===== src/rtl/wb_serial_port.sv =====
// wb_serial_port: Wishbone-attached 8N1 serial port. It has a TX FIFO and an
// RX FIFO, sticky error flags and a programmable 16-bit bit-period divisor.
// TX FIFO entries stay in the FIFO while they are on the wire and are popped
// at the end of the stop bit. Occupancy therefore includes the byte in flight.
module wb_serial_port #(
    parameter int DEFAULT_DIV = 234,
    parameter int FIFO_DEPTH  = 16
) (
    input  logic       clk,
    input  logic       rst,
    input  logic [7:0] wb_adr_i,
    input  logic [7:0] wb_dat_i,
    output logic [7:0] wb_dat_o,
    input  logic       wb_cyc_i,
    input  logic       wb_stb_i,
    input  logic       wb_we_i,
    output logic       wb_ack_o,
    input  logic       uart_rx,
    output logic       uart_tx
);
    localparam int AW = $clog2(FIFO_DEPTH);
    localparam logic [AW:0] PTR_ONE = 1;

    typedef enum logic [1:0] {S_IDLE, S_START, S_DATA, S_STOP} state_t;

    // Handshake: a request is accepted when cyc & stb are high and ack is low.
    // The ack follows on the next cycle, together with the read data. Each
    // accepted request applies its side effect exactly once.
    logic [3:0] adr;
    logic       access, wr_data, rd_data, wr_status;
    logic       unused_adr;
    assign adr        = wb_adr_i[3:0];
    assign unused_adr = ^wb_adr_i[7:4];
    assign access     = wb_cyc_i & wb_stb_i & ~wb_ack_o;
    assign wr_data    = access & wb_we_i & (adr == 4'h0);
    assign rd_data    = access & ~wb_we_i & (adr == 4'h0);
    assign wr_status  = access & wb_we_i & (adr == 4'h1);

    logic [15:0] div_reg, div_eff;
    assign div_eff = (div_reg < 16'd16) ? 16'd16 : div_reg;

    // FIFO storage and pointers. The extra pointer MSB distinguishes full from empty.
    logic [7:0] tx_mem [FIFO_DEPTH];
    logic [7:0] rx_mem [FIFO_DEPTH];
    logic [AW:0] tx_wr, tx_rd, rx_wr, rx_rd, tx_count;
    logic tx_empty, tx_full, rx_empty, rx_full;
    assign tx_count = tx_wr - tx_rd;
    assign tx_empty = (tx_wr == tx_rd);
    assign tx_full  = (tx_wr[AW] != tx_rd[AW]) && (tx_wr[AW-1:0] == tx_rd[AW-1:0]);
    assign rx_empty = (rx_wr == rx_rd);
    assign rx_full  = (rx_wr[AW] != rx_rd[AW]) && (rx_wr[AW-1:0] == rx_rd[AW-1:0]);

    logic tx_overflow, rx_overrun, frame_err;

    // Transmit state.
    state_t      tx_state;
    logic [15:0] tx_cnt, tx_div;
    logic [2:0]  tx_bit;
    logic [7:0]  tx_head;
    logic        tx_bit_end, tx_pop, tx_push, tx_drop, tx_more;
    assign tx_head    = tx_mem[tx_rd[AW-1:0]];
    assign tx_bit_end = (tx_cnt == tx_div - 16'd1);
    assign tx_pop     = (tx_state == S_STOP) & tx_bit_end;
    assign tx_push    = wr_data & (~tx_full | tx_pop);
    assign tx_drop    = wr_data & ~tx_push;
    assign tx_more    = (tx_count > PTR_ONE) | tx_push;

    // Receive state.
    state_t      rx_state;
    logic [15:0] rx_cnt, rx_div;
    logic [2:0]  rx_bit;
    logic [7:0]  rx_sh;
    logic        rx_s1, rx_s2, rx_prev;
    logic        rx_bit_end, rx_half_end, rx_stop_done, rx_push, rx_pop;
    assign rx_bit_end   = (rx_cnt == rx_div - 16'd1);
    assign rx_half_end  = (rx_cnt == (rx_div >> 1) - 16'd1);
    assign rx_stop_done = (rx_state == S_STOP) & rx_bit_end;
    assign rx_pop       = rd_data & ~rx_empty;
    assign rx_push      = rx_stop_done & rx_s2 & (~rx_full | rx_pop);

    logic [7:0] status;
    assign status = {(tx_state != S_IDLE), frame_err, rx_overrun, tx_overflow,
                     rx_full, rx_empty, tx_empty, tx_full};

    // FIFO memory writes. The contents need no reset because the pointers define validity.
    always_ff @(posedge clk) begin
        if (tx_push) tx_mem[tx_wr[AW-1:0]] <= wb_dat_i;
        if (rx_push) rx_mem[rx_wr[AW-1:0]] <= rx_sh;
    end

    // Bus response, FIFO pointers, divisor and sticky flags. When a flag is set and cleared in the same cycle, the set wins.
    always_ff @(posedge clk) begin
        if (rst) begin
            wb_ack_o    <= 1'b0;
            wb_dat_o    <= 8'h00;
            tx_wr       <= '0;
            tx_rd       <= '0;
            rx_wr       <= '0;
            rx_rd       <= '0;
            div_reg     <= 16'(DEFAULT_DIV);
            tx_overflow <= 1'b0;
            rx_overrun  <= 1'b0;
            frame_err   <= 1'b0;
        end else begin
            wb_ack_o <= wb_cyc_i & wb_stb_i & ~wb_ack_o;
            wb_dat_o <= 8'h00;
            if (access & ~wb_we_i) begin
                case (adr)
                    4'h0:    wb_dat_o <= rx_empty ? 8'h00 : rx_mem[rx_rd[AW-1:0]];
                    4'h1:    wb_dat_o <= status;
                    4'h2:    wb_dat_o <= div_reg[7:0];
                    4'h3:    wb_dat_o <= div_reg[15:8];
                    default: wb_dat_o <= 8'h00;
                endcase
            end
            if (access & wb_we_i & (adr == 4'h2)) div_reg[7:0]  <= wb_dat_i;
            if (access & wb_we_i & (adr == 4'h3)) div_reg[15:8] <= wb_dat_i;
            if (tx_push) tx_wr <= tx_wr + PTR_ONE;
            if (tx_pop)  tx_rd <= tx_rd + PTR_ONE;
            if (rx_push) rx_wr <= rx_wr + PTR_ONE;
            if (rx_pop)  rx_rd <= rx_rd + PTR_ONE;
            tx_overflow <= (tx_overflow & ~(wr_status & wb_dat_i[4])) | tx_drop;
            rx_overrun  <= (rx_overrun & ~(wr_status & wb_dat_i[5])) |
                           (rx_stop_done & rx_s2 & ~rx_push);
            frame_err   <= (frame_err & ~(wr_status & wb_dat_i[6])) |
                           (rx_stop_done & ~rx_s2);
        end
    end

    // TX framing FSM. Each bit period latches the divisor in effect at its start.
    always_ff @(posedge clk) begin
        if (rst) begin
            tx_state <= S_IDLE;
            uart_tx  <= 1'b1;
            tx_cnt   <= '0;
            tx_div   <= 16'd16;
            tx_bit   <= '0;
        end else begin
            case (tx_state)
                S_IDLE: begin
                    if (!tx_empty) begin
                        tx_state <= S_START;
                        uart_tx  <= 1'b0;
                        tx_cnt   <= '0;
                        tx_div   <= div_eff;
                    end
                end
                S_START: begin
                    if (tx_bit_end) begin
                        tx_state <= S_DATA;
                        uart_tx  <= tx_head[0];
                        tx_bit   <= '0;
                        tx_cnt   <= '0;
                        tx_div   <= div_eff;
                    end else tx_cnt <= tx_cnt + 16'd1;
                end
                S_DATA: begin
                    if (tx_bit_end) begin
                        if (tx_bit == 3'd7) begin
                            tx_state <= S_STOP;
                            uart_tx  <= 1'b1;
                        end else begin
                            uart_tx <= tx_head[3'(tx_bit + 3'd1)];
                            tx_bit  <= tx_bit + 3'd1;
                        end
                        tx_cnt <= '0;
                        tx_div <= div_eff;
                    end else tx_cnt <= tx_cnt + 16'd1;
                end
                default: begin
                    if (tx_bit_end) begin
                        tx_state <= tx_more ? S_START : S_IDLE;
                        uart_tx  <= ~tx_more;
                        tx_cnt   <= '0;
                        tx_div   <= div_eff;
                    end else tx_cnt <= tx_cnt + 16'd1;
                end
            endcase
        end
    end

    // RX synchroniser, falling-edge detect and mid-bit sampling FSM.
    always_ff @(posedge clk) begin
        if (rst) begin
            rx_s1    <= 1'b1;
            rx_s2    <= 1'b1;
            rx_prev  <= 1'b1;
            rx_state <= S_IDLE;
            rx_cnt   <= '0;
            rx_div   <= 16'd16;
            rx_bit   <= '0;
            rx_sh    <= '0;
        end else begin
            rx_s1   <= uart_rx;
            rx_s2   <= rx_s1;
            rx_prev <= rx_s2;
            case (rx_state)
                S_IDLE: begin
                    if (rx_prev & ~rx_s2) begin
                        rx_state <= S_START;
                        rx_cnt   <= '0;
                        rx_div   <= div_eff;
                    end
                end
                S_START: begin
                    if (rx_half_end) begin
                        rx_state <= rx_s2 ? S_IDLE : S_DATA;
                        rx_bit   <= '0;
                        rx_cnt   <= '0;
                        rx_div   <= div_eff;
                    end else rx_cnt <= rx_cnt + 16'd1;
                end
                S_DATA: begin
                    if (rx_bit_end) begin
                        rx_sh  <= {rx_s2, rx_sh[7:1]};
                        rx_bit <= rx_bit + 3'd1;
                        if (rx_bit == 3'd7) rx_state <= S_STOP;
                        rx_cnt <= '0;
                        rx_div <= div_eff;
                    end else rx_cnt <= rx_cnt + 16'd1;
                end
                default: begin
                    if (rx_bit_end) begin
                        rx_state <= S_IDLE;
                        rx_cnt   <= '0;
                    end else rx_cnt <= rx_cnt + 16'd1;
                end
            endcase
        end
    end
endmodule


===== config.mk =====
export PLATFORM = sky130hd
export DESIGN_NAME = wb_serial_port
export DESIGN_NICKNAME = d
export VERILOG_FILES = /design/src/rtl/wb_serial_port.sv
export SDC_FILE = /design/constraint.sdc
export NUM_CORES = 1
export LEC_CHECK = 0
export CORE_MARGIN = 2
export CORE_UTILIZATION = 45
export CTS_CLUSTER_DIAMETER = 200
export CTS_CLUSTER_SIZE = 40
export DETAILED_ROUTE_END_ITERATION = 8
export DONT_BUFFER_PORTS = 1
export PLACE_DENSITY = 0.7
export SETUP_SLACK_MARGIN = 0.5
export SLEW_MARGIN = 20
export SYNTH_ARGS = -nofsm -noshare
export SYNTH_HDL_FRONTEND = slang
export SYNTH_SLANG_ARGS = --single-unit
export TNS_END_PERCENT = 5

===== constraint.sdc =====
create_clock -name clk -period 7.7 [get_ports clk]
set_input_delay 1.155 -clock clk [delete_from_list [all_inputs] [get_ports clk]]
set_output_delay 1.155 -clock clk [all_outputs]
set_load 0.01 [all_outputs]

==> results of run 1 <==
logic make-up (layout without fill, tap and decap cells):
group / Yosys count / after routing / synth area share
multiplexers: 129 / 129 / 0.112
adder cells (fa/ha/maj): 29 / 29 / 0.0203
buffers and inverters: 121 / 61 / 0.0261
AO/OA/AOI/OAI: 245 / 245 / 0.0915
flip-flops: 398 / 398 / 0.576
AND/OR/NAND/NOR: 452 / 452 / 0.134
XOR/XNOR: 84 / 84 / 0.0403
layer usage:
metal / global-route usage / vias up / routed length [µm]
met4: 0.0486 / 0 / 1050
met3: 0.0222 / 57 / 2080
met5: 0 / - / 0
met2: 0.312 / 322 / 18800
li1: - / 5363 / -
met1: 0.258 / 5703 / 17200
metrics by stage:
step / util / area, µm² / hold WS, ns / setup WS (ns)
3_5_place_dp: 0.467 / 18700 / 0.403 / 2.80
2_1_floorplan: - / 18300 / 0.389 / 3.74
6_report: 0.477 / 19000 / 0.435 / 3.10
3_3_place_gp: 0.467 / 18700 / 0.394 / 2.97
4_1_cts: 0.476 / 19000 / 0.438 / 3.12
5_1_grt: 0.477 / 19000 / 0.458 / 2.88
placed cells by master (no fill, tap or decap), types with 8 or more instances in the layout:
cell and instances:
sky130_fd_sc_hd__mux2i_1 57, sky130_fd_sc_hd__dfxtp_1 140, sky130_fd_sc_hd__a211oi_1 18, sky130_fd_sc_hd__nand3_1 26, sky130_fd_sc_hd__or3b_1 13, sky130_fd_sc_hd__edfxtp_1 256, sky130_fd_sc_hd__a22oi_1 11, sky130_fd_sc_hd__nor4_1 16
sky130_fd_sc_hd__or4_1 8, sky130_fd_sc_hd__mux2_2 12, sky130_fd_sc_hd__a31oi_1 9, sky130_fd_sc_hd__clkbuf_16 13, sky130_fd_sc_hd__nor2b_1 36, sky130_fd_sc_hd__nor3_1 32, sky130_fd_sc_hd__mux4_2 59, sky130_fd_sc_hd__inv_1 28
sky130_fd_sc_hd__a21oi_1 65, sky130_fd_sc_hd__and3_1 51, sky130_fd_sc_hd__nand4_1 13, sky130_fd_sc_hd__xor2_1 42, sky130_fd_sc_hd__xnor2_1 42, sky130_fd_sc_hd__o21ai_0 48, sky130_fd_sc_hd__and2_1 14, sky130_fd_sc_hd__ha_1 28
sky130_fd_sc_hd__nor2_1 117, sky130_fd_sc_hd__nand2_1 74, sky130_fd_sc_hd__buf_4 10
power by group:
group	switching [mW]	total, mW	internal (mW)
clock	0.594	0.918	0.325
sequential	0.0420	2.32	2.28
combinational	0.169	0.287	0.117
total	0.805	3.52	2.72
layout make-up:
type | instances | area (µm²) | share of cell area
flip-flops and latches | 398 | 10500 | 0.554
multi-input cells | 939 | 7290 | 0.383
well taps | 525 | 657 | 0.0345
clock buffers | 20 | 352 | 0.0185
inverters | 30 | 113 | 0.00592
repair buffers | 10 | 75.1 | 0.00395
clock inverters | 1 | 5.00 | 0.000263
worst min-delay path by stage:
stage	depth (start not counted)	from	endpoint	slack, ns
floorplan	1	rx_s1	rx_s2	0.39
global placement	1	rx_s1	rx_s2	0.39
detailed placement	1	rx_s1	rx_s2	0.40
CTS	1	rx_s1	rx_s2	0.44
global route	1	rx_s1	rx_s2	0.46
finish	1	rx_s1	rx_s2	0.44
==> impl_metrics.prom, run 1 <==
# TYPE chip_impl_metric gauge
chip_impl_metric{name="detailed_place_hpwl",unit="µm"} 26300
chip_impl_metric{name="detail_route.first_pass.iterations",unit=""} 5
chip_impl_info{name="cp_cell_sequence",value="inv_1 -> ha_1 -> or4b_1 -> nor4_2 -> o22a_1 -> nand4_1 -> a2111o_1 -> nor3_2 -> and3_1"} 1
chip_impl_info{name="crit_path_top_delay_cell",value="sky130_fd_sc_hd__nor3_2"} 1
chip_impl_info{name="cpLargestDelayFamily",value="simple AND/OR/NAND/NOR gates"} 1
chip_impl_info{name="tritoncts",value="done"} 1
chip_impl_info{name="critPathKind",value="flop to flop"} 1
chip_impl_metric{name="std_cell_rows",unit=""} 73
chip_impl_metric{name="reg2regPathDepth",unit=""} 9
chip_impl_metric{name="final_period_minus_worst_setup_slack",unit="ns"} 4.60
chip_impl_metric{name="syn_std_cell_area",unit="mm²"} 0.0183
chip_impl_metric{name="pwr_density_cell",unit="mW/mm²"} 185
chip_impl_metric{name="drt-vias-per-instance",unit=""} 5.95
chip_impl_info{name="ys_dominant_reg_cell",value="sky130_fd_sc_hd__edfxtp_1"} 1
chip_impl_info{name="critical_path.endpoint",value="rx_mem[8][6]"} 1
chip_impl_metric{name="grtUsageTotal",unit=""} 0.186
chip_impl_metric{name="report.final.setup_viol",unit=""} 0
chip_impl_metric{name="number_of_nets_with_antenna_violations_after_routing",unit=""} 0
chip_impl_info{name="setup_repair_after_global_routing_missed_its_margin",value="no"} 1
chip_impl_metric{name="drv.max_cap_violation_count",unit=""} 0
chip_impl_metric{name="fmax",unit="MHz"} 217
chip_impl_metric{name="cp.required",unit="ns"} 7.88
chip_impl_metric{name="clock_latency",unit="ns"} 0.53
chip_impl_metric{name="synth.net_count",unit=""} 1509
chip_impl_metric{name="die_h",unit="µm"} 206
chip_impl_metric{name="post_cts_resized",unit=""} 0
chip_impl_metric{name="avgSynthCellArea",unit="µm²"} 12.5
chip_impl_metric{name="floorplan.core_area",unit="mm²"} 0.0399
chip_impl_info{name="regToRegStartpoint",value="rx_div[1]"} 1
chip_impl_metric{name="synth_cell_types",unit=""} 85
chip_impl_metric{name="netlist_instances",unit=""} 1458
chip_impl_metric{name="chipWidth",unit="µm"} 206
chip_impl_metric{name="share_of_post_route_cells_with_drive_strength_above_1",unit=""} 0.0866
chip_impl_metric{name="clk_pin_slew_worst_paths",unit="ns"} 0.15
chip_impl_info{name="critical_path.reg2reg.endpoint",value="rx_mem[8][6]"} 1
chip_impl_metric{name="maximum_vdd_drop",unit="V"} 0.000146
chip_impl_info{name="cp_launch_type",value="flop"} 1
chip_impl_metric{name="remaining_drc_errors",unit=""} 0
chip_impl_metric{name="routedWlPerCell",unit="µm"} 20.4
chip_impl_metric{name="max-clock-path-buffers",unit=""} 3
chip_impl_metric{name="worstSetupPathDepth",unit=""} 9
chip_impl_info{name="min_path_type",value="flop to flop"} 1
chip_impl_metric{name="first_global_vias",unit=""} 11100
chip_impl_metric{name="synth_top_area_frac",unit=""} 0.421
chip_impl_metric{name="routabilityCongestion",unit=""} 0.880
chip_impl_info{name="post-synth-top-count-cell",value="sky130_fd_sc_hd__edfxtp_1"} 1
chip_impl_metric{name="timing.slew.headroom",unit=""} 0.299
chip_impl_metric{name="rrSetupSlack",unit="ns"} 3.10
chip_impl_metric{name="critPathBufInv",unit=""} 1
chip_impl_info{name="worstSetupStartpoint",value="rx_div[1]"} 1
chip_impl_metric{name="area_growth_synth_to_finish",unit="%"} 4.11
chip_impl_metric{name="leakage_component_of_the_power",unit="nW"} 6.35
chip_impl_metric{name="critical-path-max-stage-delay",unit="ns"} 0.82
chip_impl_metric{name="fillers",unit=""} 3455
chip_impl_metric{name="number_of_antenna_violations_at_the_first_check_in_global_routing",unit=""} 0
chip_impl_metric{name="tritoncts.num_buffers",unit=""} 13
chip_impl_metric{name="register_area_share_after_synthesis",unit=""} 0.576
chip_impl_metric{name="crit_path_max_fo",unit=""} 18
chip_impl_metric{name="worst_ep_arrival_time",unit="ns"} 4.78
chip_impl_metric{name="worst_clock_skew",unit="ns"} 0.0356
chip_impl_metric{name="routed-via-count",unit=""} 11400
chip_impl_metric{name="maxSlewViolCount",unit=""} 0
chip_impl_info{name="synth_area_leaders",value="sky130_fd_sc_hd__edfxtp_1 (42%), sky130_fd_sc_hd__dfxtp_1 (16%), sky130_fd_sc_hd__mux4_2 (7.3%), sky130_fd_sc_hd__mux2i_1 (3.1%), sky130_fd_sc_hd__nor2_1 (2.4%)"} 1
chip_impl_metric{name="finalHoldViolCount",unit=""} 0
chip_impl_info{name="endpoint_kind",value="flop"} 1
chip_impl_metric{name="drt-initial-drc-count",unit=""} 988
chip_impl_metric{name="htree_num_levels",unit=""} 1
chip_impl_metric{name="io_pins",unit=""} 32
chip_impl_metric{name="cell_count_final_fillers_out",unit=""} 1923
chip_impl_metric{name="post_cts_hold_buffer_count",unit=""} 0
chip_impl_metric{name="grt_start_max_net_pins",unit=""} 109
chip_impl_metric{name="min_period_over_period",unit=""} 0.598
chip_impl_metric{name="post-cts-setup-buffer-count",unit=""} 0
chip_impl_metric{name="number_of_sinks_driven_by_the_clock_tree",unit=""} 398
chip_impl_info{name="synth_largest_area_cell",value="sky130_fd_sc_hd__edfxtp_1"} 1
chip_impl_metric{name="layout.nets",unit=""} 1443
chip_impl_metric{name="wire_length_of_the_first_global_routing_pass",unit="µm"} 61800
chip_impl_info{name="synth_top_cells_by_count",value="sky130_fd_sc_hd__edfxtp_1 (256), sky130_fd_sc_hd__dfxtp_1 (142), sky130_fd_sc_hd__nor2_1 (117)"} 1
chip_impl_metric{name="start_util",unit=""} 0.458
chip_impl_metric{name="synth.yosys.warnings",unit=""} 0
chip_impl_metric{name="design.die.area",unit="mm²"} 0.0422
chip_impl_metric{name="tns",unit="ns"} 0
chip_impl_metric{name="antenna_cells",unit=""} 0
chip_impl_metric{name="totalWireLength",unit="µm"} 39200
chip_impl_metric{name="synth_enable_flop_cells",unit=""} 256
chip_impl_info{name="status",value="completed"} 1
chip_impl_info{name="cts.root.buffer_cell",value="sky130_fd_sc_hd__clkbuf_16"} 1
chip_impl_metric{name="asyncSetResetFlopFracSynth",unit=""} 0
chip_impl_metric{name="io_buffer_count",unit=""} 0
chip_impl_metric{name="grt_remaining_overflow",unit=""} 0
chip_impl_metric{name="ys_seq_elements",unit=""} 398
chip_impl_metric{name="total_power",unit="mW"} 3.52
chip_impl_metric{name="placed_cells_incl_taps",unit=""} 1902
chip_impl_metric{name="worstMarginPinSlew",unit="ns"} 1.05
Note: power is estimated with default switching activity, not from simulation.
==> run 2, diff against run 1 <==
==> constraint.sdc (replaced) <==
create_clock -name clk -period 4.6 [get_ports clk]
set_input_delay 0.69 -clock clk [delete_from_list [all_inputs] [get_ports clk]]
set_output_delay 0.69 -clock clk [all_outputs]
set_load 0.01 [all_outputs]
==> run 2 against run 1 <==
- critical path depth is 2 higher
- count of clock-buffer cells in the layout stayed put
- flip-flop and latch count stayed put
- global-route usage is 0.073 points lower
==> impl_metrics.prom, run 2 (same netlist as run 1, synthesis figures left out) <==
# TYPE chip_impl_metric gauge
chip_impl_metric{name="die_h",unit="µm"} 206
chip_impl_info{name="final_cell_mix",value="sky130_fd_sc_hd__edfxtp_1 (256), sky130_fd_sc_hd__dfxtp_1 (140), sky130_fd_sc_hd__nor2_1 (117)"} 1
chip_impl_metric{name="wire_length_of_the_first_global_routing_pass",unit="µm"} 61200
chip_impl_metric{name="critPathBufInv",unit=""} 2
chip_impl_info{name="most_frequent_standard_cell_in_the_layout_excluding_fill_and_tap_cells",value="sky130_fd_sc_hd__edfxtp_1"} 1
chip_impl_metric{name="cell_count_final_fillers_out",unit=""} 1928
chip_impl_info{name="critPathKind",value="flop to flop"} 1
chip_impl_metric{name="timing.slew.headroom",unit=""} 0.275
chip_impl_info{name="status",value="completed"} 1
chip_impl_metric{name="max-clock-path-buffers",unit=""} 3
chip_impl_metric{name="worst_clock_skew",unit="ns"} 0.0205
chip_impl_metric{name="routed-via-count",unit=""} 11400
chip_impl_metric{name="layout.nets",unit=""} 1448
chip_impl_metric{name="number_of_nets_with_antenna_violations_after_routing",unit=""} 0
chip_impl_metric{name="min_period_over_period",unit=""} 0.847
chip_impl_info{name="critical_path.endpoint",value="rx_div[3]"} 1
chip_impl_metric{name="share_of_post_route_cells_with_drive_strength_above_1",unit=""} 0.101
chip_impl_info{name="setup_repair_after_global_routing_missed_its_margin",value="yes"} 1
chip_impl_metric{name="pwr_density_cell",unit="mW/mm²"} 309
chip_impl_info{name="critical_path.reg2reg.endpoint",value="rx_div[3]"} 1
chip_impl_metric{name="htree_num_levels",unit=""} 1
chip_impl_metric{name="final_period_minus_worst_setup_slack",unit="ns"} 3.90
chip_impl_info{name="cp_cell_sequence",value="inv_1 -> ha_1 -> or4b_1 -> nor4_1 -> xor2_1 -> and3b_1 -> o22a_1 -> a211oi_2 -> buf_4 -> o21ai_0 -> a21oi_1"} 1
chip_impl_metric{name="start_util",unit=""} 0.458
chip_impl_metric{name="clk_pin_slew_worst_paths",unit="ns"} 0.15
chip_impl_metric{name="grt_remaining_overflow",unit=""} 0
chip_impl_metric{name="critical-path-max-stage-delay",unit="ns"} 0.66
chip_impl_metric{name="cp.required",unit="ns"} 5.06
chip_impl_metric{name="number_of_sinks_driven_by_the_clock_tree",unit=""} 398
chip_impl_metric{name="rrSetupSlack",unit="ns"} 0.70
chip_impl_metric{name="multi_input_area",unit="mm²"} 0.00732
chip_impl_metric{name="maximum_vdd_drop",unit="V"} 0.000373
chip_impl_metric{name="chipWidth",unit="µm"} 206
chip_impl_metric{name="first_global_vias",unit=""} 10700
chip_impl_info{name="tritoncts",value="done"} 1
chip_impl_metric{name="totalWireLength",unit="µm"} 39300
chip_impl_metric{name="detail_route.first_pass.iterations",unit=""} 5
chip_impl_metric{name="report.final.setup_viol",unit=""} 0
chip_impl_metric{name="floorplan.core_area",unit="mm²"} 0.0399
chip_impl_metric{name="grtUsageTotal",unit=""} 0.185
chip_impl_metric{name="finalHoldViolCount",unit=""} 0
chip_impl_info{name="cts.root.buffer_cell",value="sky130_fd_sc_hd__clkbuf_16"} 1
chip_impl_metric{name="tns",unit="ns"} 0
chip_impl_metric{name="worstMarginPinSlew",unit="ns"} 1.09
chip_impl_metric{name="reg2regPathDepth",unit=""} 11
chip_impl_metric{name="crit_path_max_fo",unit=""} 19
chip_impl_info{name="endpoint_kind",value="flop"} 1
chip_impl_info{name="regToRegStartpoint",value="rx_div[1]"} 1
chip_impl_metric{name="grt_start_max_net_pins",unit=""} 109
chip_impl_metric{name="number_of_antenna_violations_at_the_first_check_in_global_routing",unit=""} 0
chip_impl_metric{name="post_cts_hold_buffer_count",unit=""} 0
chip_impl_metric{name="drv.max_cap_violation_count",unit=""} 0
chip_impl_metric{name="drt-initial-drc-count",unit=""} 1063
chip_impl_metric{name="worstSetupPathDepth",unit=""} 11
chip_impl_metric{name="io_buffer_count",unit=""} 0
chip_impl_metric{name="remaining_drc_errors",unit=""} 0
chip_impl_info{name="crit_path_top_delay_cell",value="sky130_fd_sc_hd__or4b_1"} 1
chip_impl_metric{name="drt-vias-per-instance",unit=""} 5.91
chip_impl_metric{name="std_cell_rows",unit=""} 73
chip_impl_metric{name="worst_ep_arrival_time",unit="ns"} 4.35
chip_impl_metric{name="fillers",unit=""} 3433
chip_impl_metric{name="maxSlewViolCount",unit=""} 0
chip_impl_info{name="cpLargestDelayFamily",value="simple AND/OR/NAND/NOR gates"} 1
chip_impl_metric{name="detailed_place_hpwl",unit="µm"} 26500
chip_impl_metric{name="io_pins",unit=""} 32
chip_impl_metric{name="leakage_component_of_the_power",unit="nW"} 6.37
chip_impl_info{name="worstSetupStartpoint",value="rx_div[1]"} 1
chip_impl_metric{name="layout.core_utilization",unit=""} 0.478
chip_impl_metric{name="area_growth_synth_to_finish",unit="%"} 4.47
chip_impl_metric{name="total_power",unit="mW"} 5.91
chip_impl_info{name="min_path_type",value="primary input to flop"} 1
chip_impl_metric{name="clock_latency",unit="ns"} 0.53
chip_impl_metric{name="finalWorstSetupSlack",unit="ns"} 0.704
chip_impl_metric{name="tritoncts.num_buffers",unit=""} 13
chip_impl_metric{name="placed_cells_incl_taps",unit=""} 1907
chip_impl_metric{name="ff_latch_area",unit="mm²"} 0.0105
chip_impl_metric{name="design.die.area",unit="mm²"} 0.0422
chip_impl_metric{name="routedWlPerCell",unit="µm"} 20.4
chip_impl_metric{name="detailedPlace.worstSlack",unit="ns"} 0.561
chip_impl_metric{name="routabilityCongestion",unit=""} 0.871
chip_impl_info{name="cp_launch_type",value="flop"} 1
chip_impl_metric{name="fmax",unit="MHz"} 257
chip_impl_metric{name="antenna_cells",unit=""} 0
==> run 2: routing by layer <==
metal  GRT usage  vias up  part of all wire
met5           0        -                 0
met1       0.266     5681              0.45
met2       0.311      311              0.48
met4      0.0362        0             0.017
met3      0.0150       38             0.052
li1            -     5361                 -
==> run 2: worst min path at each step <==
| stage | cells past startpoint | from | slack [ns] | endpoint |
|---|---|---|---|---|
| floorplan | 1 | rx_s1 | 0.39 | rx_s2 |
| global placement | 1 | rx_s1 | 0.39 | rx_s2 |
| detailed placement | 1 | rx_s1 | 0.41 | rx_s2 |
| CTS | 1 | rst | 0.22 | tx_div[5] |
| global route | 1 | rst | 0.21 | rx_div[8] |
| finish | 1 | rst | 0.24 | tx_div[5] |
==> run 2: area by class of cell <==
class	count	share of cell area
tap	525	0.0344
multi-input combinational	939	0.383
sequential	398	0.552
clock inverter	1	0.000262
timing repair buffer	15	0.00590
clock buffer	20	0.0184
inverter	30	0.00590
==> run 2: stage by stage <==
step                hold WS [ns]  cell area (µm²)
global route               0.208            19100
global placement           0.395            18700
CTS                        0.217            19100
finish                     0.244            19100
floorplan                  0.389            18300
detailed placement         0.408            18700
==> run 2: power breakdown <==
part           internal, mW  switching [mW]
clock                 0.543            1.00
combinational         0.196           0.285
sequential             3.81          0.0695
==> run 2: repair_timing <==
| action | 4_1_cts | 5_1_grt |
|---|---|---|
| setup endpoints to repair | 0 | 170 |
| resized for setup | 0 | 17 |
| buffers inserted | 0 | 0 |
